<file path="src/rtl/fact_cu.sv">
// Control unit for the factorial datapath: sequences counter, multiplier and product register,
// range-checks the operand and runs a watchdog on the number of multiply iterations.
module fact_cu #(
  parameter int unsigned WIDTH = 32,
  parameter int unsigned MAX_N = 12
) (
  input  logic             clk,
  input  logic             rst_n,
  input  logic             go,
  input  logic [WIDTH-1:0] n_in,
  input  logic             gt,
  output logic             mux,
  output logic             reg_ld,
  output logic             cnt_en,
  output logic             cnt_ld,
  output logic             done,
  output logic             err,
  output logic             busy,
  output logic [2:0]       state
);

  localparam int unsigned IterW = $clog2(MAX_N + 1);

  typedef enum logic [2:0] {
    StIdle  = 3'd0,
    StLoad  = 3'd1,
    StCheck = 3'd2,
    StMult  = 3'd3,
    StDone  = 3'd4,
    StError = 3'd5
  } state_e;

  state_e           state_q, state_d;
  logic [IterW-1:0] iter_q;
  logic             in_range;
  logic             iter_max;

  assign in_range = (n_in <= WIDTH'(MAX_N));
  assign iter_max = (iter_q == IterW'(MAX_N));
  assign state    = state_q;

  always_comb begin
    state_d = state_q;
    case (state_q)
      StIdle:  if (go) state_d = in_range ? StLoad : StError;
      StLoad:  state_d = StCheck;
      // A healthy datapath never needs more than MAX_N multiplies.
      StCheck: begin
        if (!gt)          state_d = StDone;
        else if (iter_max) state_d = StError;
        else              state_d = StMult;
      end
      StMult:  state_d = StCheck;
      StDone:  if (!go) state_d = StIdle;
      StError: if (!go) state_d = StIdle;
      default: state_d = StIdle;
    endcase
  end

  // Outputs are registered from the next state so they line up with state_q.
  always_ff @(posedge clk) begin
    if (!rst_n) begin
      state_q <= StIdle;
      iter_q  <= '0;
      mux     <= 1'b0;
      reg_ld  <= 1'b0;
      cnt_en  <= 1'b0;
      cnt_ld  <= 1'b0;
      done    <= 1'b0;
      err     <= 1'b0;
      busy    <= 1'b0;
    end else begin
      state_q <= state_d;
      if (state_q == StLoad) begin
        iter_q <= '0;
      end else if (state_q == StMult && !iter_max) begin
        iter_q <= iter_q + IterW'(1);
      end
      mux    <= (state_d == StMult);
      reg_ld <= (state_d == StLoad) || (state_d == StMult);
      cnt_en <= (state_d == StMult);
      cnt_ld <= (state_d == StLoad);
      done   <= (state_d == StDone);
      err    <= (state_d == StError);
      busy   <= (state_d == StLoad) || (state_d == StCheck) || (state_d == StMult);
    end
  end

endmodule

</file>
<file path="config.mk">
export PLATFORM = sky130hd
export DESIGN_NAME = fact_cu
export DESIGN_NICKNAME = d
export VERILOG_FILES = /design/src/rtl/fact_cu.sv
export SDC_FILE = /design/constraint.sdc
export NUM_CORES = 1
export LEC_CHECK = 0
export BUFFER_PORTS_ARGS = -buffer_cell sky130_fd_sc_hd__buf_2
export CAP_MARGIN = 15
export CORE_MARGIN = 4
export CORE_UTILIZATION = 39
export DETAILED_ROUTE_END_ITERATION = 8
export HOLD_SLACK_MARGIN = 0.05
export PLACE_DENSITY = 0.74
export SYNTH_ARGS = -nofsm -noshare
export SYNTH_HDL_FRONTEND = slang
export SYNTH_SLANG_ARGS = --single-unit
</file>
<file path="constraint.sdc">
create_clock -name clk -period 2.04 [get_ports clk]
set_input_delay 0.408 -clock clk [delete_from_list [all_inputs] [get_ports clk]]
set_output_delay 0.408 -clock clk [all_outputs]
set_load 0.05 [all_outputs]
</file>
# Word level (Yosys, flattened, before mapping)
# Index checks and enable logic that the tools add are counted.
# W data, S select, Z words.
# word_totals
wordCells	37
ff_bits	13
out_inout_bits	10
# op_classes
reduce_logical	9
add_sub_neg	1
magnitude_cmp	1
bitwise_logic	1
n_eq_ne	11
mux	6
# op_table
op	n
$le A32 B4 Y1 const B	1
$mux W3	5
$eq A3 B2 Y1 const B	4
$eq A3 B3 Y1 const B	4
$pmux W3 S4	1
$eq A3 B1 Y1 const B	2
$reduce_or A2 Y1	3
$add A4 B1 Y4 const B	1
$eq A4 B4 Y1 const B	1
$logic_not A3 Y1	1
$logic_or A1 B1 Y1	3
$logic_and A1 B1 Y1	1
$logic_not A1 Y1	1
$not A1 Y1	1

# Depth between registers and ports, before layout
# Gate-level depths: netlist of the first run.
# logic_depth
ltp_word	7
depth_mapped	7

# Worst setup path after synthesis of the first run
# OpenSTA, ideal clock, no wires.
# synth_path
kind	flip-flop to flip-flop
start	register state_q[2], in the netlist state[2]
end	register cnt_ld
period_less_slack_ps	1489
t_arrival_ps	1416
stages_incl_launch_ff	6
setup_slack_ps	551
cell_sequence	dfxtp_1 buf_6 or3b_1 o22ai_2 nand2_2 nor3b_2
# synth_between
elab_chain_len	4
# synth_rtl
element	line_no	source
start: declaration	33	state_e state_q, state_d;
start signal: assignment	63	state_q <= StIdle;
start signal: assignment	73	state_q <= state_d;
$eq A3 B3 Y1, or another cell as far along	44	case (state_q)
$reduce_or A2 Y1 (no source line)	-	
$pmux W3 S4 (*)	44	
$eq A3 B1 Y1 (*)	82	cnt_ld <= (state_d == StLoad);
end signal: assignment	82	
end: declaration	15	output logic cnt_ld,
# Mark *: on every way between the ends. The rest lies on a longest branch, timed or not.
# A chain may end at the register's enable or synchronous reset.

# Worst setup path in the final report of the first run
# layout_path
start	register iter_q[0]
end	register busy
# layout_between
elab_chain_len	7
# layout_rtl
element	line_no	source
start: declaration	34	logic [IterW-1:0] iter_q;
start signal: assignment	77	iter_q <= iter_q + IterW'(1);
$eq A4 B4 Y1 (*)	39	assign iter_max = (iter_q == IterW'(MAX_N));
$mux W3 (*)	50	else if (iter_max) state_d = StError;
$mux W3 (*)	49	if (!gt) state_d = StDone;
$pmux W3 S4 (*)	44	
$eq A3 B1 Y1 or $eq A3 B2 Y1 (tied branches)	85	busy <= (state_d == StLoad) || (state_d == StCheck) || (state_d == StMult);
$logic_or A1 B1 Y1	85	
$logic_or A1 B1 Y1 (*)	85	
end signal: assignment	85	
end: declaration	18	output logic busy,
# Marks and branches as above.

==> flow_metrics.py, run 1 <==
metrics = {
    "outcome": {
        "status": "finished, final reports clean",
    },
    "finish": {
        "area_growth_pct": 37.4,
        "regArea_um2": 260,
        "final_net_count": 160,
        "final_cells": 137,
        "multiInputGateArea_um2": 364,
        "nFillCells": 142,
        "drive_gt1_share_pct": 43.8,
        "antenna_cells": 0,
    },
    "critical_path": {
        "cp_top_family": "simple AND/OR/NAND/NOR gates",
        "rr_worst_depth": 6,
        "critPathSlowestCell": "dfxtp_1",
        "worstPathMaxFanout": 6,
        "crit_cells": 6,
        "crit_buf_inv": 1,
        "path_class": "flop to flop",
        "crit_path_end_kind": "flop",
        "crit_required_ns": 2.24,
        "cp_cell_sequence": "inv_1 -> ha_1 -> and3_1 -> o211ai_1 -> and2_1 -> nor4b_2",
        "crit_path_start_kind": "flop",
        "critPathArrivalTime_ns": 1.77,
        "critPathMaxStageDelay_ns": 0.40,
    },
    "logic_synthesis": {
        "syn_area_um2": 663,
        "ys_seq_area_share_pct": 39.2,
        "synthTopCellsByArea": "dfxtp_1 39%, nor4_1 6.6%, nor2_1 4.0%",
        "synthFlopType": "dfxtp_1",
        "postSynth.asyncResetShare_pct": 0,
        "synthCells": 75,
        "avgSynthCellArea_um2": 8.84,
        "synth_most_common_cell": "dfxtp_1",
        "synthesis.nets": 113,
        "yosys.cell_types.count": 30,
        "yosys_warnings": 0,
        "yosys.area.top_type_share_pct": 39.2,
        "synth-edff-count": 0,
        "netlist.top_cell.by_area": "dfxtp_1",
        "ys_seq_elements": 13,
        "synth.cells.most_frequent": "13 x dfxtp_1, 7 x nor2_1, 7 x nor4_1",
    },
    "sta": {
        "worst_slew_pin_slew_ns": 0.467,
        "relSlewSlack_pct": 68.5,
        "fin_tns_setup_ns": 0,
        "final-max-slew-violation-count": 0,
        "post-route-period-util_pct": 76.9,
        "setup_violations": 0,
        "period_needed_ns": 1.57,
        "rsz0062_at_grt": "no",
        "fmax_ghz": 0.637,
        "finalHoldViolations": 0,
        "skew_ns": 0.00512,
    },
    "drt": {
        "wl_per_cell_um": 11.4,
        "drt-total-wl_um": 1560,
        "drtIter0Drc": 3,
        "drtPass1Iterations": 2,
        "post-route-drc-count": 0,
        "vias": 714,
        "via_per_inst": 5.21,
        "ant_nets": 0,
    },
    "cts": {
        "cts_max_level": 1,
        "clk_pin_slew_ns": 0.08,
        "postCtsSetupRepairBufs": 0,
        "ctsHoldBuffers": 0,
        "ctsResizeCount": 0,
        "clock-sinks": 13,
        "clock_latency_ns": 0.29,
        "clockBufferDepth": 2,
        "cts_inserted_buffers": 3,
        "cts_tree": "built",
        "root_buffer": "clkbuf_4",
    },
    "floorplan": {
        "std_cell_rows": 14,
        "start_util_pct": 42.5,
        "ios": 46,
        "die_area_mm2": 0.00242,
        "fp.dieH_um": 49.2,
        "die_width_um": 49.2,
        "core_mm2": 0.00156,
    },
    "placement": {
        "portBuffers": 45,
        "gp_congestion": 0.728,
        "place_hpwl_um": 1350,
        "placed_cells": 133,
    },
    "power_and_ir_drop": {
        "power.total_uw": 610,
        "leakagePower_nw": 0.420,
        "power.density_mw_per_mm2": 669,
        "vdd_drop_max_v": 0.000365,
    },
    "global_routing": {
        "antenna_found_initial": 0,
        "grt_overflow_total": 0,
        "grt_start_max_net_pins": 11,
        "grt_pass1_wl_um": 2620,
        "grt_util_all_layers_pct": 13.8,
        "grt_pass1_vias": 672,
    },
    "run": {
        "maxCapViolCount": 0,
    },
    "worst_hold_path": {
        "holdPathStages": 3,
        "min_path_type": "primary input to flop",
    },
}
## final cells by class
cell class	instances	share of cell area, %
Multi-Input combinational cell	55	40.0
Sequential cell	13	28.6
Timing Repair Buffer	45	24.7
Clock buffer	4	2.88
Tap cell	16	2.20
Inverter	4	1.65
## power by group
part	total (mW)	internal, mW	switching, mW
logic	0.161	0.0616	0.0998
clock network	0.165	0.0761	0.0894
registers	0.283	0.268	0.0145
## per-stage QoR
step	area, um2	utilization (%)	hold slack (ns)	setup slack [ns]
3_3_place_gp	885	56.7	0.498	0.500
2_1_floorplan	663	-	0.477	0.551
6_report	911	58.4	0.450	0.471
4_1_cts	911	58.4	0.442	0.454
5_1_grt	911	58.4	0.489	0.358
3_5_place_dp	885	56.7	0.507	0.493
## worst min-delay path, stage by stage
cell	delay, ns
buf_2	0.11
inv_1	0.09
nor2_1	0.10
## flip-flops by register name, summed over array words and instances, names as in the netlist
name	cells
done	1
busy	1
state	3
cnt_en	1
cnt_ld	1
err	1
reg_ld	1
iter_q	4
## cells by family (layout without fill, tap and decap cells)
group	after synthesis	after routing	share of synthesized area [%]
AOI/OAI and AO/OA	12	12	12.1
xor gates and xnor gates	3	3	3.96
adders and majority gates	2	2	3.77
buffers and inverters	7	53	5.85
DFF	13	13	39.2
muxes	1	1	1.51
and+or+nand+nor	37	37	33.6
## final timing paths
| kind | start | to | slack [ns] |
|---|---|---|---|
| worst max-delay path | iter_q[0]$_SDFFE_PP0P_ | busy$_SDFF_PN0_ | 0.47 |
| worst min-delay path | rst_n | state[1]$_SDFF_PN0_ | 0.45 |
| worst max register to register | iter_q[0]$_SDFFE_PP0P_ | busy$_SDFF_PN0_ | 0.47 |
| worst min register to register | iter_q[3]$_SDFFE_PP0P_ | iter_q[3]$_SDFFE_PP0P_ | 0.53 |
## per-layer routing
metal / part of all wire, % / vias up / global-route usage (%)
met4: 2.1 / 0 / 8.53
met5: 0 / - / 0
met3: 12 / 2 / 2.45
met2: 41 / 42 / 22.3
met1: 45 / 307 / 16.6
li1: - / 363 / -
## cells in the final DEF, fill, tap and decap left out, drive strengths merged, types with 3 or more instances in the layout
| cell type | Yosys | final |
|---|---|---|
| nor3b | 3 | 3 |
| buf | 3 | 45 |
| clkbuf | 0 | 4 |
| nor4 | 7 | 7 |
| nor2 | 7 | 7 |
| nand2 | 5 | 5 |
| o21ai | 3 | 3 |
| xnor2 | 3 | 3 |
| inv | 4 | 4 |
| a21oi | 4 | 4 |
| dfxtp | 13 | 13 |
(Power assumes the default switching activity.)
==> inputs of run 2 (changes only) <==
--- a/config.mk
+++ b/config.mk
@@ -8,10 +8,10 @@
 export BUFFER_PORTS_ARGS = -buffer_cell sky130_fd_sc_hd__buf_2
 export CAP_MARGIN = 15
 export CORE_MARGIN = 4
-export CORE_UTILIZATION = 39
+export CORE_UTILIZATION = 35
 export DETAILED_ROUTE_END_ITERATION = 8
 export HOLD_SLACK_MARGIN = 0.05
-export PLACE_DENSITY = 0.74
+export PLACE_DENSITY = 0.7
 export SYNTH_ARGS = -nofsm -noshare
 export SYNTH_HDL_FRONTEND = slang
 export SYNTH_SLANG_ARGS = --single-unit
==> constraint.sdc (replaced) <==
create_clock -name clk -period 1.3 [get_ports clk]
set_input_delay 0.26 -clock clk [delete_from_list [all_inputs] [get_ports clk]]
set_output_delay 0.26 -clock clk [all_outputs]
set_load 0.05 [all_outputs]
==> run 2 against run 1 <==
Effect of this change: the flow now finishes with violations (negative setup slack); register-to-register slack got worse by 0.53 ns; total power increased by 61%; count of clock-buffer cells in the layout unchanged; sequential share of layout area decreased by 2.6 points; clock power increased by 47%; combinational power increased by 89%; highest routed layer unchanged.
==> flow_metrics.py, run 2 (synthesis gave the netlist of run 1 again) <==
metrics = {
    "finish": {
        "nFillCells": 175,
        "final_net_count": 169,
        "final_cells": 155,
        "final_cell_mix": "44 x buf_2, 10 x buf_4, 8 x dfxtp_1",
        "largest_register": "iter_q",
        "stdcell_area_mm2": 0.00103,
        "drive_gt1_share_pct": 55.4,
        "final_common_cell": "buf_2",
        "antenna_cells": 0,
        "utilization_pct": 58.2,
        "largest_reg_flops": 4,
        "area_growth_pct": 54.9,
    },
    "drt": {
        "via_per_inst": 4.86,
        "drt-total-wl_um": 1790,
        "drtPass1Iterations": 4,
        "ant_nets": 0,
        "drtIter0Drc": 4,
        "post-route-drc-count": 0,
        "vias": 754,
        "wl_per_cell_um": 11.5,
    },
    "critical_path": {
        "r2r_setup_slack_ns": -0.06,
        "critPathSlowestCell": "dfxtp_2",
        "crit_required_ns": 1.49,
        "path_class": "flop to flop",
        "r2r_end": "busy$_SDFF_PN0_",
        "worstPathMaxFanout": 6,
        "critPathMaxStageDelay_ns": 0.34,
        "rr_worst_depth": 6,
        "startpoint": "iter_q[1]$_SDFFE_PP0P_",
        "cp_cell_sequence": "inv_2 -> ha_4 -> and3_4 -> o211ai_1 -> and2_4 -> nor4b_4",
        "crit_path_start_kind": "flop",
        "reg2reg_from": "iter_q[1]$_SDFFE_PP0P_",
        "crit_path_end_kind": "flop",
        "critPathArrivalTime_ns": 1.55,
    },
    "sta": {
        "worst_slew_pin_slew_ns": 0.286,
        "finalHoldViolations": 0,
        "rsz0062_at_grt": "yes",
        "setup_violations": 4,
        "relSlewSlack_pct": 80.7,
        "period_needed_ns": 1.36,
        "post-route-period-util_pct": 105,
        "fmax_ghz": 0.735,
        "final-max-slew-violation-count": 0,
        "holdWs_ns": 0.409,
        "skew_ns": 0.00563,
        "fin_ws_ns": -0.0602,
        "fin_tns_setup_ns": -0.133,
    },
    "floorplan": {
        "ios": 46,
        "die_area_mm2": 0.00265,
        "die_width_um": 51.5,
        "fp.dieH_um": 51.5,
        "start_util_pct": 37.6,
        "std_cell_rows": 15,
        "core_mm2": 0.00176,
    },
    "placement": {
        "place_hpwl_um": 1540,
        "gp_congestion": 0.715,
        "placed_cells": 150,
        "portBuffers": 45,
        "placed_area_um2": 967,
        "place_ws_ns": -0.0932,
    },
    "run": {
        "maxCapViolCount": 0,
    },
    "global_routing": {
        "grt_pass1_vias": 798,
        "grt_start_max_net_pins": 9,
        "grt_pass1_wl_um": 2990,
        "grt_overflow_total": 0,
        "antenna_found_initial": 0,
        "grt_util_all_layers_pct": 14.8,
    },
    "worst_hold_path": {
        "min_path_type": "primary input to flop",
        "min_from": "gt",
        "holdPathStages": 4,
        "hold-path-endpoint": "state[1]$_SDFF_PN0_",
    },
    "cts": {
        "clk_pin_slew_ns": 0.08,
        "ctsHoldBuffers": 0,
        "clockBufferDepth": 2,
        "cts_inserted_buffers": 3,
        "cts_tree": "built",
        "cts_max_level": 1,
        "clock_latency_ns": 0.27,
        "root_buffer": "clkbuf_4",
        "clock-sinks": 13,
    },
    "power_and_ir_drop": {
        "vdd_drop_max_v": 0.000553,
        "power.total_uw": 983,
        "power.density_mw_per_mm2": 957,
        "leakagePower_nw": 0.480,
    },
    "outcome": {
        "failed_checks": "negative setup slack",
        "status": "complete, but fails checks",
    },
}
run 2: where the power goes:
part	switching, mW	internal, mW
Combinational	0.175	0.129
Clock	0.123	0.119
Sequential	0.0145	0.423
Total	0.313	0.670
run 2: critical path, delay by kind of cell (launching register included):
family                   cells  cell delay, ns
flip-flops                   1            0.34
adder cells (fa/ha/maj)      1            0.14
AND/OR/NAND/NOR              3            0.55
buffers and inverters        1            0.05
AO/OA/AOI/OAI                1            0.20
run 2: worst max-delay path by stage:
| stage | depth (start not counted) | to |
|---|---|---|
| 2_1_floorplan | 7 | busy$_SDFF_PN0_ |
| 3_3_place_gp | 5 | busy$_SDFF_PN0_ |
| 3_5_place_dp | 6 | busy$_SDFF_PN0_ |
| 4_1_cts | 6 | busy$_SDFF_PN0_ |
| 5_1_grt | 6 | busy$_SDFF_PN0_ |
| 6_report | 6 | busy$_SDFF_PN0_ |
run 2: cell type report:
cell class / count / area, um2 / share of cell area, %
Clock buffer: 4 / 26.3 / 2.56
Inverter: 4 / 15.0 / 1.46
Multi-Input combinational cell: 55 / 393 / 38.2
Sequential cell: 13 / 267 / 25.9
Tap cell: 25 / 31.3 / 3.05
Timing Repair Buffer: 54 / 295 / 28.7
run 2: repair_timing:
| action | 4_1_cts | 5_1_grt |
|---|---|---|
| setup buffers | 0 | 1 |
| pin swaps | 3 | 3 |
| setup endpoints to repair | 9 | 8 |
| resized for setup | 3 | 3 |
run 2: layer usage:
metal | part of all wire, % | track usage, % | vias to the layer above
met3 | 8.8 | 2.29 | 2
met5 | 0 | 0 | -
met2 | 54 | 29.4 | 36
met1 | 36 | 14.1 | 336
met4 | 1.1 | 7.86 | 0
li1 | - | - | 380
